<file path="src/rtl/cpu_types_pkg.sv">
// Basic CPU word and register-index types shared across the pipeline.
package cpu_types_pkg;
  typedef logic [31:0] word_t;
  typedef logic [4:0]  regbits_t;
endpackage

</file>
<file path="src/rtl/pipeline_if.sv">
// Pipeline latch records plus memory-stage state encoding and helpers.
package pipeline_if;
  import cpu_types_pkg::*;

  typedef struct packed {
    word_t      pc;
    word_t      aluOut;
    word_t      regData2;
    logic       memRen;
    logic       memWen;
    logic [1:0] regDataSel;
    regbits_t   regDest;
    logic       regWen;
  } exec_t;

  typedef struct packed {
    word_t      pc;
    word_t      aluOut;
    word_t      regData2;
    word_t      memData;
    logic [1:0] regDataSel;
    regbits_t   regDest;
    logic       regWen;
  } mem_t;

  typedef enum logic {IDLE = 1'b0, REQ = 1'b1} memstate_t;

  localparam int TIMEOUT_CYC_DEF = 64;

  function automatic mem_t exec_to_mem(exec_t e, word_t data, logic wen);
    mem_t r;
    r.pc         = e.pc;
    r.aluOut     = e.aluOut;
    r.regData2   = e.regData2;
    r.memData    = data;
    r.regDataSel = e.regDataSel;
    r.regDest    = e.regDest;
    r.regWen     = wen;
    return r;
  endfunction
endpackage

</file>
<file path="src/rtl/mem_stage_ctrl.sv">
// MIPS memory-stage controller: holds each dcache request until dhit, stalls upstream meanwhile.
// Optional sticky wait-timeout flag enabled by defining MEM_TIMEOUT_EN.
module mem_stage_ctrl
  import cpu_types_pkg::*, pipeline_if::*;
#(
  parameter int TIMEOUT_CYC = TIMEOUT_CYC_DEF,
  parameter int CNT_W       = 7
) (
  input  logic  CLK,
  input  logic  nRST,
  input  logic  ex_valid,
  input  exec_t ex_in,
  input  logic  flush,
  input  logic  dhit,
  input  word_t dmemload,
  output logic  dmemREN,
  output logic  dmemWEN,
  output word_t dmemaddr,
  output word_t dmemstore,
  output logic  stall,
  output logic  mem_valid,
  output mem_t  mem_out
`ifdef MEM_TIMEOUT_EN
  ,
  output logic  mem_timeout
`endif
);

  memstate_t state, state_next;
  exec_t     req;
  logic      squash;
  logic      take, is_mem, squash_now;
  word_t     load_data;

  assign take       = ex_valid & ~flush;
  assign is_mem     = ex_in.memRen | ex_in.memWen;
  assign squash_now = squash | flush;
  // Write wins over an illegal read+write, so only pure loads return data.
  assign load_data  = (req.memRen & ~req.memWen) ? dmemload : '0;

  always_ff @(posedge CLK or negedge nRST) begin
    if (!nRST) state <= IDLE;
    else       state <= state_next;
  end

  always_comb begin
    state_next = state;
    stall      = 1'b0;
    case (state)
      IDLE: if (take && is_mem) state_next = REQ;
      REQ: begin
        stall = ~dhit;
        if (dhit) state_next = IDLE;
      end
      default: state_next = IDLE;
    endcase
  end

  always_ff @(posedge CLK or negedge nRST) begin
    if (!nRST) begin
      req       <= '0;
      squash    <= 1'b0;
      mem_valid <= 1'b0;
      mem_out   <= '0;
      dmemREN   <= 1'b0;
      dmemWEN   <= 1'b0;
      dmemaddr  <= '0;
      dmemstore <= '0;
    end else begin
      case (state)
        IDLE: begin
          squash    <= 1'b0;
          mem_valid <= 1'b0;
          if (take) begin
            if (is_mem) begin
              req       <= ex_in;
              dmemWEN   <= ex_in.memWen;
              dmemREN   <= ex_in.memRen & ~ex_in.memWen;
              dmemaddr  <= {ex_in.aluOut[31:2], 2'b00};
              dmemstore <= ex_in.regData2;
            end else begin
              mem_valid <= 1'b1;
              mem_out   <= exec_to_mem(ex_in, '0, ex_in.regWen);
            end
          end
        end
        REQ: begin
          mem_valid <= 1'b0;
          if (dhit) begin
            // A squashed access still completes on the bus; only the result is killed.
            mem_valid <= ~squash_now;
            mem_out   <= exec_to_mem(req, load_data, req.regWen & ~squash_now);
            dmemREN   <= 1'b0;
            dmemWEN   <= 1'b0;
            squash    <= 1'b0;
          end else if (flush) begin
            squash <= 1'b1;
          end
        end
        default: ;
      endcase
    end
  end

`ifdef MEM_TIMEOUT_EN
  logic [CNT_W-1:0] wait_cnt;

  always_ff @(posedge CLK or negedge nRST) begin
    if (!nRST) begin
      wait_cnt    <= '0;
      mem_timeout <= 1'b0;
    end else if (state == IDLE && state_next == REQ) begin
      wait_cnt <= '0;
    end else if (state == REQ && !dhit) begin
      if (wait_cnt != '1) wait_cnt <= wait_cnt + 1'b1;
      if (wait_cnt + 1'b1 == CNT_W'(TIMEOUT_CYC)) mem_timeout <= 1'b1;
    end
  end
`endif

endmodule
</file>
<file path="config.mk">
export PLATFORM = sky130hd
export DESIGN_NAME = mem_stage_ctrl
export DESIGN_NICKNAME = d
export VERILOG_FILES = /design/src/rtl/cpu_types_pkg.sv /design/src/rtl/pipeline_if.sv /design/src/rtl/mem_stage_ctrl.sv
export SDC_FILE = /design/constraint.sdc
export NUM_CORES = 1
export LEC_CHECK = 0
export BUFFER_PORTS_ARGS = -buffer_cell sky130_fd_sc_hd__buf_2
export CAP_MARGIN = 20
export CELL_PAD_IN_SITES_DETAIL_PLACEMENT = 0
export CELL_PAD_IN_SITES_GLOBAL_PLACEMENT = 1
export CORE_ASPECT_RATIO = 0.5
export CORE_MARGIN = 4
export CORE_UTILIZATION = 40
export DETAILED_ROUTE_END_ITERATION = 10
export HOLD_SLACK_MARGIN = 0.06
export PLACE_DENSITY_LB_ADDON = 0.12
export SYNTH_ARGS = -nofsm -noshare
export SYNTH_HDL_FRONTEND = slang
export SYNTH_SLANG_ARGS = --single-unit
</file>
<file path="constraint.sdc">
create_clock -name CLK -period 2.25 [get_ports CLK]
set_input_delay 0.225 -clock CLK [delete_from_list [all_inputs] [get_ports CLK]]
set_output_delay 0.225 -clock CLK [all_outputs]
set_load 0.005 [all_outputs]
</file>
==> out/summary.log, run 1 <==
INFO  sta            min_period_over_period=89.7%
INFO  clock_tree     cts_resized=0
INFO  routing        wl_met1=12.5mm
INFO  synth          synth_adder_area_share=0%
INFO  synth          synth_simple_gate_area_share=7.28%
INFO  routing        met3_routed_length=1.44mm
INFO  job            max_cap_viol_count=0
INFO  power_and_ir_drop power-per-cell-area=959nW/um2
INFO  worst_setup_path timing.critical_path.to_type=flop
INFO  worst_setup_path timing.setup.critical_path_class=reg2reg
INFO  worst_setup_path setup.worst_path.end=req[91]
INFO  sta            tightestPinTransition=838ps
INFO  clock_tree     htreeDepth=1
INFO  clock_tree     num_cts_buffers=23
INFO  sta            setup_repair_after_global_routing_missed_its_margin=no
INFO  routing        post_drt_wl_per_cell=19.1um
INFO  worst_setup_path r2r_setup_slack=230ps
INFO  clock_tree     insertion_delay=510ps
INFO  hold_path      cell_depth_of_the_worst_min_delay_path=4
INFO  synth          synth_compound_gate_area_share=14.7%
INFO  worst_setup_path worst-r2r-cell-count=4
INFO  cells_and_area syn_to_final_growth=37.5%
INFO  cells_and_area fin_nets=1,294
INFO  routing        dr_wl_met2=14.3mm
INFO  sta            setup-violations-final=0
INFO  clock_tree     count_of_hold_fix_buffers_inserted_at_cts=141
INFO  global_routing grt_pass1_wl=45.5mm
INFO  die            die_h=122um
INFO  routing        uppermost_signal_routing_layer_after_detailed_routing=met4
INFO  die            core_area=25,400um2
INFO  synth          syn-instance-count=737
INFO  routing        route.final.wire_length=28.9mm
INFO  cells_and_area layout.cells.most_common=sky130_fd_sc_hd__buf_2
INFO  global_routing grt_start_max_net_pins=64
INFO  routing        detailedRoute.firstIterationViolations=424
INFO  synth          synth-seq-area-share=59.3%
INFO  cells_and_area fillers=2,138
INFO  routing        drt_pre_antenna_iters=5
INFO  clock_tree     cts.sinks=247
INFO  power_and_ir_drop totalPowerFinal=13,700uW
INFO  global_routing grt_antenna_before_repair=0
INFO  worst_setup_path timing.critical_path.cells=nor3b_4 -> o21ai_4 -> buf_12 -> mux2_2
INFO  worst_setup_path critPathLaunchType=flop
INFO  sta            slew_violations=0
INFO  cells_and_area final_cell_mix=sky130_fd_sc_hd__buf_2 (343), sky130_fd_sc_hd__dfrtp_1 (247), sky130_fd_sc_hd__dlygate4sd3_1 (141)
INFO  global_routing groute.usage.overall=19.5%
INFO  worst_setup_path setup.worst_path.start=state
INFO  worst_setup_path worst-path-stages=4
INFO  worst_setup_path critPathMaxFanout=25
INFO  die            floorplan.initialDensity=41.0%
INFO  synth          synth-xor-area-share=0%
INFO  worst_setup_path kind_of_cell_adding_the_most_delay_to_the_critical_path=simple AND/OR/NAND/NOR gates
INFO  cells_and_area share_of_post_route_cells_with_drive_strength_above_1=52.5%
INFO  cells_and_area n_antenna_cell=0
INFO  routing        postRouteAntennaNets=0
INFO  routing        drt_drc_violations_left=0
INFO  die            boundary_pins=347
INFO  clock_tree     post-cts-setup-buffers=0
INFO  power_and_ir_drop vdd_ir_drop_max=0.476mV
INFO  routing        dr_total_vias=7,622
INFO  clock_tree     root_buffer=sky130_fd_sc_hd__clkbuf_16
INFO  synth          synth_top_family_by_area=compound AO/OA/AOI/OAI gates
INFO  synth          ys_types=26
INFO  placed_design  place.gp.congestion=0.786
INFO  cells_and_area multiInputGateArea=3500um2
INFO  clock_tree     clock_tree_from_tritoncts=yes
INFO  sta            slew-limit-headroom=43.9%
INFO  sta            achievable-frequency=495MHz
INFO  worst_setup_path worst_ep_required_time=2640ps
INFO  clock_tree     cts_buffer_depth=3
INFO  die            standard_cell_row_count=41
INFO  global_routing via_count_of_the_first_global_routing_pass=8,096
INFO  placed_design  buffer_ports.inserted=344
INFO  power_and_ir_drop total_leakage_power=0.00657uW
INFO  worst_setup_path crit_path_top_delay_cell=sky130_fd_sc_hd__nor3b_4
INFO  worst_setup_path critPathBufInv=1
INFO  synth          synth.ff_latch_count=247
INFO  die            die_width=236um
INFO  synth          postSynthAreaPerCell=14.1um2
INFO  routing        vias_per_cell=5.04
INFO  sta            setup-tns-final=0ps
INFO  synth          syn-cell-area=10,400um2
INFO  cells_and_area ff_latch_area=6180um2
INFO  outcome        outcome=completed
INFO  synth          count_of_synthesis_stage_warnings_from_yosys=0
INFO  sta            final_hold_viol_count=0
INFO  sta            worst_skew=10.2ps
INFO  hold_path      timing.hold.worst.class=in2reg
INFO  placed_design  hpwl=18.9mm
INFO  global_routing grt_overflow=0
INFO  worst_setup_path timing.rr.end=req[91]
INFO  worst_setup_path crit_path_max_incr_delay=510ps
INFO  die            floorplan.die_area=28,800um2
INFO  synth          post_synth_mux_area_share=11.2%
INFO  worst_setup_path r2r_start=state
INFO  sta            final.min_clock_period=2020ps
INFO  worst_setup_path arrival=2410ps
INFO  clock_tree     path_clk_slew=60ps
-- worst min-delay path by stage --
stage,from,endpoint,slack (ps)
after global placement,nRST,mem_out[79],170
final,ex_valid,dmemWEN,190
after floorplan,nRST,dmemREN,-70
after CTS,ex_valid,dmemWEN,170
after detailed placement,nRST,mem_out[79],180
after global routing,ex_valid,dmemWEN,200
-- per-layer routing --
| layer | up-vias | GRT usage [%] |
|---|---|---|
| li1 | 3471 | - |
| met5 | - | 0 |
| met3 | 52 | 3.98 |
| met1 | 3885 | 25.6 |
| met2 | 214 | 33.6 |
| met4 | 0 | 4.81 |
-- metrics by stage --
step           hold slack (ps)  util (%)  instance area, um2  cells  setup WS, ps
2_1_floorplan            -70.6         -               10400    738           594
3_3_place_gp               174      47.7               12100   1329           274
3_5_place_dp               179      47.7               12100   1329           217
4_1_cts                    172      56.4               14300   1511           198
5_1_grt                    196      56.4               14300   1511          74.8
6_report                   193      56.4               14300   1511           232
-- cells in the mapped netlist --
cell type,number,area share [%]
sky130_fd_sc_hd__a21o_1,2,0.14
sky130_fd_sc_hd__a21oi_1,2,0.096
sky130_fd_sc_hd__a22o_1,34,2.9
sky130_fd_sc_hd__a2bb2oi_1,1,0.084
sky130_fd_sc_hd__and2_0,1,0.060
sky130_fd_sc_hd__buf_2,24,1.2
sky130_fd_sc_hd__buf_4,66,4.8
sky130_fd_sc_hd__buf_6,7,0.76
sky130_fd_sc_hd__clkbuf_1,18,0.65
sky130_fd_sc_hd__conb_1,1,0.036
sky130_fd_sc_hd__dfrtp_1,247,59
sky130_fd_sc_hd__inv_1,2,0.072
sky130_fd_sc_hd__mux2_2,104,11
sky130_fd_sc_hd__nand2_1,8,0.29
sky130_fd_sc_hd__nand2b_1,93,5.6
sky130_fd_sc_hd__nor2_1,3,0.11
sky130_fd_sc_hd__nor2b_1,2,0.12
sky130_fd_sc_hd__nor3b_1,1,0.072
sky130_fd_sc_hd__nor3b_4,1,0.18
sky130_fd_sc_hd__o2111ai_1,1,0.084
sky130_fd_sc_hd__o21ai_0,1,0.048
sky130_fd_sc_hd__o21ai_2,1,0.084
sky130_fd_sc_hd__o221a_1,3,0.32
sky130_fd_sc_hd__o221a_2,101,11
sky130_fd_sc_hd__o31ai_1,1,0.072
sky130_fd_sc_hd__or2b_1,12,0.86
-- sequential cells by signal, summed over array words and instances, names as in the netlist --
signal	count
dmemREN	1
dmemWEN	1
mem_out	136
mem_valid	1
req	106
squash	1
state	1
-- cells by family after synthesis --
group	Yosys count
buf+inv	117
compound gates	147
other cells	1
simple gates	121
mux	104
flops	247
-- tightest hold or removal path, cell delays in order --
cell	delay, ps
sky130_fd_sc_hd__buf_2	100
sky130_fd_sc_hd__nor2b_1	150
sky130_fd_sc_hd__o2111ai_1	100
sky130_fd_sc_hd__o21ai_0	80
-- area by class of cell --
type	count	area share [%]
clock buffers	29	4.45
repair buffers	503	23.8
clock inverters	12	1.14
multi-input cells	374	24.5
well taps	344	3.00
flip-flops and latches	247	43.1
inverters	2	0.0524
-- power breakdown --
group | internal, uW | switching [uW]
clock | 2470 | 1690
sequential | 5580 | 665
combinational | 2030 | 1320
No activity file was read; power rests on OpenSTA's default activity.
==> run 2, diff against run 1 <==
--- a/config.mk
+++ b/config.mk
@@ -7,2 +7,3 @@
 export LEC_CHECK = 0
+export ABC_CLOCK_PERIOD_IN_PS = 2250
 export BUFFER_PORTS_ARGS = -buffer_cell sky130_fd_sc_hd__buf_2
==> constraint.sdc (replaced) <==
create_clock -name CLK -period 2.25 [get_ports CLK]
set_input_delay 0.1125 -clock CLK [delete_from_list [all_inputs] [get_ports CLK]]
set_output_delay 0.1125 -clock CLK [all_outputs]
set_load 0.005 [all_outputs]
==> run 2 against run 1 <==
Register-to-register slack improved by 200 ps. First-iteration DRC count down 11%. Global-route usage grew 0.30 points. Non-clock buffer count rose by 5. Utilization grew 0.24 points. Critical path depth did not move. Via count increased by 1.0%. Total power decreased by 0.52%. Sequential share of layout area fell by 0.18 points. Clock power shrank 2%. Maximum frequency is 11% higher. Critical endpoint is now req[32]. Highest routed layer unchanged.
==> out/summary.log, run 2 (synthesis gave the netlist of run 1 again) <==
INFO  cells_and_area final_cell_mix=sky130_fd_sc_hd__buf_2 (343), sky130_fd_sc_hd__dfrtp_1 (247), sky130_fd_sc_hd__dlygate4sd3_1 (143) [was sky130_fd_sc_hd__buf_2 (343), sky130_fd_sc_hd__dfrtp_1 (247), sky130_fd_sc_hd__dlygate4sd3_1 (141)]
INFO  placed_design  buffer_ports.inserted=344 [unchanged]
INFO  sta            worst_skew=8.48ps [was 10.2 ps]
INFO  die            die_h=122um [unchanged]
INFO  routing        postRouteAntennaNets=0 [unchanged]
INFO  outcome        outcome=completed [unchanged]
INFO  worst_setup_path worst_ep_required_time=2640ps [about the same]
INFO  routing        dr_total_vias=7,698 [was 7,622]
INFO  die            boundary_pins=347 [unchanged]
INFO  worst_setup_path arrival=2210ps [was 2410 ps]
INFO  die            floorplan.initialDensity=41.0% [unchanged]
INFO  sta            setup-violations-final=0 [unchanged]
INFO  cells_and_area registers.top_by_ff_count=mem_out [unchanged]
INFO  worst_setup_path critPathLaunchType=flop [unchanged]
INFO  global_routing via_count_of_the_first_global_routing_pass=8,267 [was 8,096]
INFO  die            die_width=236um [unchanged]
INFO  sta            slew_violations=0 [unchanged]
INFO  sta            setup-tns-final=0ps [unchanged]
INFO  power_and_ir_drop totalPowerFinal=13,700uW [about the same]
INFO  clock_tree     cts.sinks=247 [unchanged]
INFO  clock_tree     count_of_hold_fix_buffers_inserted_at_cts=143 [was 141]
INFO  worst_setup_path timing.critical_path.to_type=flop [unchanged]
INFO  worst_setup_path timing.setup.critical_path_class=reg2reg [unchanged]
INFO  sta            achievable-frequency=551MHz [was 495 MHz]
INFO  cells_and_area fillers=2,101 [was 2,138]
INFO  sta            worst_hold_slack=130ps [was 193 ps]
INFO  sta            slew-limit-headroom=51.7% [was 43.9%]
INFO  cells_and_area final_core_utilization=56.7% [was 56.4%]
INFO  cells_and_area syn_to_final_growth=38.1% [was 37.5%]
INFO  die            core_area=25,400um2 [unchanged]
INFO  routing        drt_drc_violations_left=0 [unchanged]
INFO  global_routing groute.usage.overall=19.8% [was 19.5%]
INFO  power_and_ir_drop vdd_ir_drop_max=0.499mV [was 0.476 mV]
INFO  die            standard_cell_row_count=41 [unchanged]
INFO  routing        drt_pre_antenna_iters=4 [was 5]
INFO  global_routing grt_overflow=0 [unchanged]
INFO  cells_and_area share_of_post_route_cells_with_drive_strength_above_1=52.4% [was 52.5%]
INFO  cells_and_area fin_nets=1,301 [was 1,294]
INFO  job            max_cap_viol_count=0 [unchanged]
INFO  clock_tree     num_cts_buffers=25 [was 23]
INFO  clock_tree     path_clk_slew=60ps [about the same]
INFO  placed_design  hpwl=18.9mm [about the same]
INFO  clock_tree     htreeDepth=1 [unchanged]
INFO  global_routing grt_antenna_before_repair=1 [was 0]
INFO  power_and_ir_drop total_leakage_power=0.00659uW [was 0.00657 uW]
INFO  sta            min_period_over_period=80.7% [was 89.7%]
INFO  die            floorplan.die_area=28,800um2 [unchanged]
INFO  sta            tightestPinTransition=722ps [was 838 ps]
INFO  power_and_ir_drop power.sequential.fraction=45.7% [was 45.5%]
INFO  clock_tree     root_buffer=sky130_fd_sc_hd__clkbuf_16 [unchanged]
INFO  clock_tree     insertion_delay=520ps [was 510 ps]
INFO  power_and_ir_drop sw_share=26.9% [was 26.7%]
INFO  hold_path      timing.hold.worst.class=in2async [was in2reg]
INFO  cells_and_area largestRegisters=mem_out: 136 flops, req: 106 flops [unchanged]
INFO  routing        vias_per_cell=5.06 [was 5.04]
INFO  cells_and_area max_reg_flops=136 [unchanged]
INFO  worst_setup_path critPathMaxFanout=34 [was 25]
INFO  power_and_ir_drop power.net_switching=3680uW [was 3670 uW]
INFO  clock_tree     cts_resized=0 [unchanged]
INFO  clock_tree     cts_buffer_depth=3 [unchanged]
INFO  sta            final.min_clock_period=1820ps [was 2020 ps]
INFO  clock_tree     post-cts-setup-buffers=0 [unchanged]
INFO  routing        route.final.wire_length=29.0mm [was 28.9 mm]
INFO  routing        detailedRoute.firstIterationViolations=377 [was 424]
INFO  placed_design  place.gp.congestion=0.794 [was 0.786]
INFO  power_and_ir_drop p_int=9990uW [was 10,100 uW]
INFO  global_routing grt_start_max_net_pins=80 [was 64]
INFO  cells_and_area layout.cells.most_common=sky130_fd_sc_hd__buf_2 [unchanged]
INFO  sta            setup_repair_after_global_routing_missed_its_margin=no [unchanged]
INFO  clock_tree     clock_tree_from_tritoncts=yes [unchanged]
INFO  power_and_ir_drop pwr-share-comb=24.6% [was 24.3%]
INFO  power_and_ir_drop pwr-share-clk=29.8% [was 30.2%]
INFO  power_and_ir_drop power-per-cell-area=950nW/um2 [was 959 nW/um2]
INFO  global_routing grt_pass1_wl=46.2mm [was 45.5 mm]
INFO  sta            final_hold_viol_count=0 [unchanged]
INFO  routing        post_drt_wl_per_cell=19.1um [about the same]
run 2: changes by cell type in the layout (fill, tap and decap cells not counted), moves of 2 or more:
| cell | previous run | this run |
|---|---|---|
| sky130_fd_sc_hd__dlygate4sd3_1 | 141 | 143 |
| sky130_fd_sc_hd__clkbuf_16 | 23 | 25 |
| sky130_fd_sc_hd__clkinv_2 | 7 | 3 |
| sky130_fd_sc_hd__bufinv_16 | 4 | 0 |
| sky130_fd_sc_hd__clkbuf_8 | 4 | 10 |
| sky130_fd_sc_hd__buf_4 | 8 | 10 |
| sky130_fd_sc_hd__clkbuf_1 | 2 | 5 |
run 2: final cells by class:
class	count	area [um2]	share of cell area (%)
Sequential cell	247	6180	43.0
Multi-Input combinational cell	374	3500	24.4
Timing Repair Buffer	508	3460	24.0
Clock buffer	40	782	5.44
Tap cell	344	430	2.99
Clock inverter	4	22.5	0.157
Inverter	2	7.51	0.0522
Antenna cell	1	2.50	0.0174
run 2: worst paths after layout:
check | cells past startpoint | from | to | slack [ps]
max | 4 | state | req[32] | 430
max reg2reg | 4 | state | req[32] | 430
min in group CLK | 3 | dmemload[3] | mem_out[11] | 350
min reg2reg | 1 | req[78] | req[78] | 490
max in group asynchronous | 3 | nRST | mem_out[40] | 1380
min | 2 | nRST | mem_out[81] | 130
run 2: through the flow:
stage / setup slack, ps / area, um2 / cells
2_1_floorplan: 594 / 10400 / 738
5_1_grt: 331 / 14400 / 1520
4_1_cts: 415 / 14400 / 1519
6_report: 434 / 14400 / 1520
3_5_place_dp: 430 / 12100 / 1332
3_3_place_gp: 459 / 12100 / 1332
run 2: power groups by stage:
stage / logic (uW) / clock network, uW / registers, uW
floorplan: 1880 / 0 / 6250
global placement: 3150 / 0 / 6280
detailed placement: 3210 / 0 / 6300
CTS: 3420 / 4190 / 6250
global route: 3650 / 4420 / 6390
finish: 3360 / 4070 / 6250
run 2: routing by layer:
metal / part of all wire [%] / up-vias / GRT usage, %
li1: - / 3496 / -
met1: 43 / 3944 / 25.4
met2: 50 / 208 / 34.7
met3: 5.0 / 50 / 4.03
met4: 2.5 / 0 / 5.25
met5: 0 / - / 0
run 2: worst max-delay path, cell delays in order (launching register included):
cell and delay (ps):
sky130_fd_sc_hd__dfrtp_1 460, sky130_fd_sc_hd__nor3b_4 380, sky130_fd_sc_hd__o21ai_4 290, sky130_fd_sc_hd__buf_12 270, sky130_fd_sc_hd__mux2_2 300
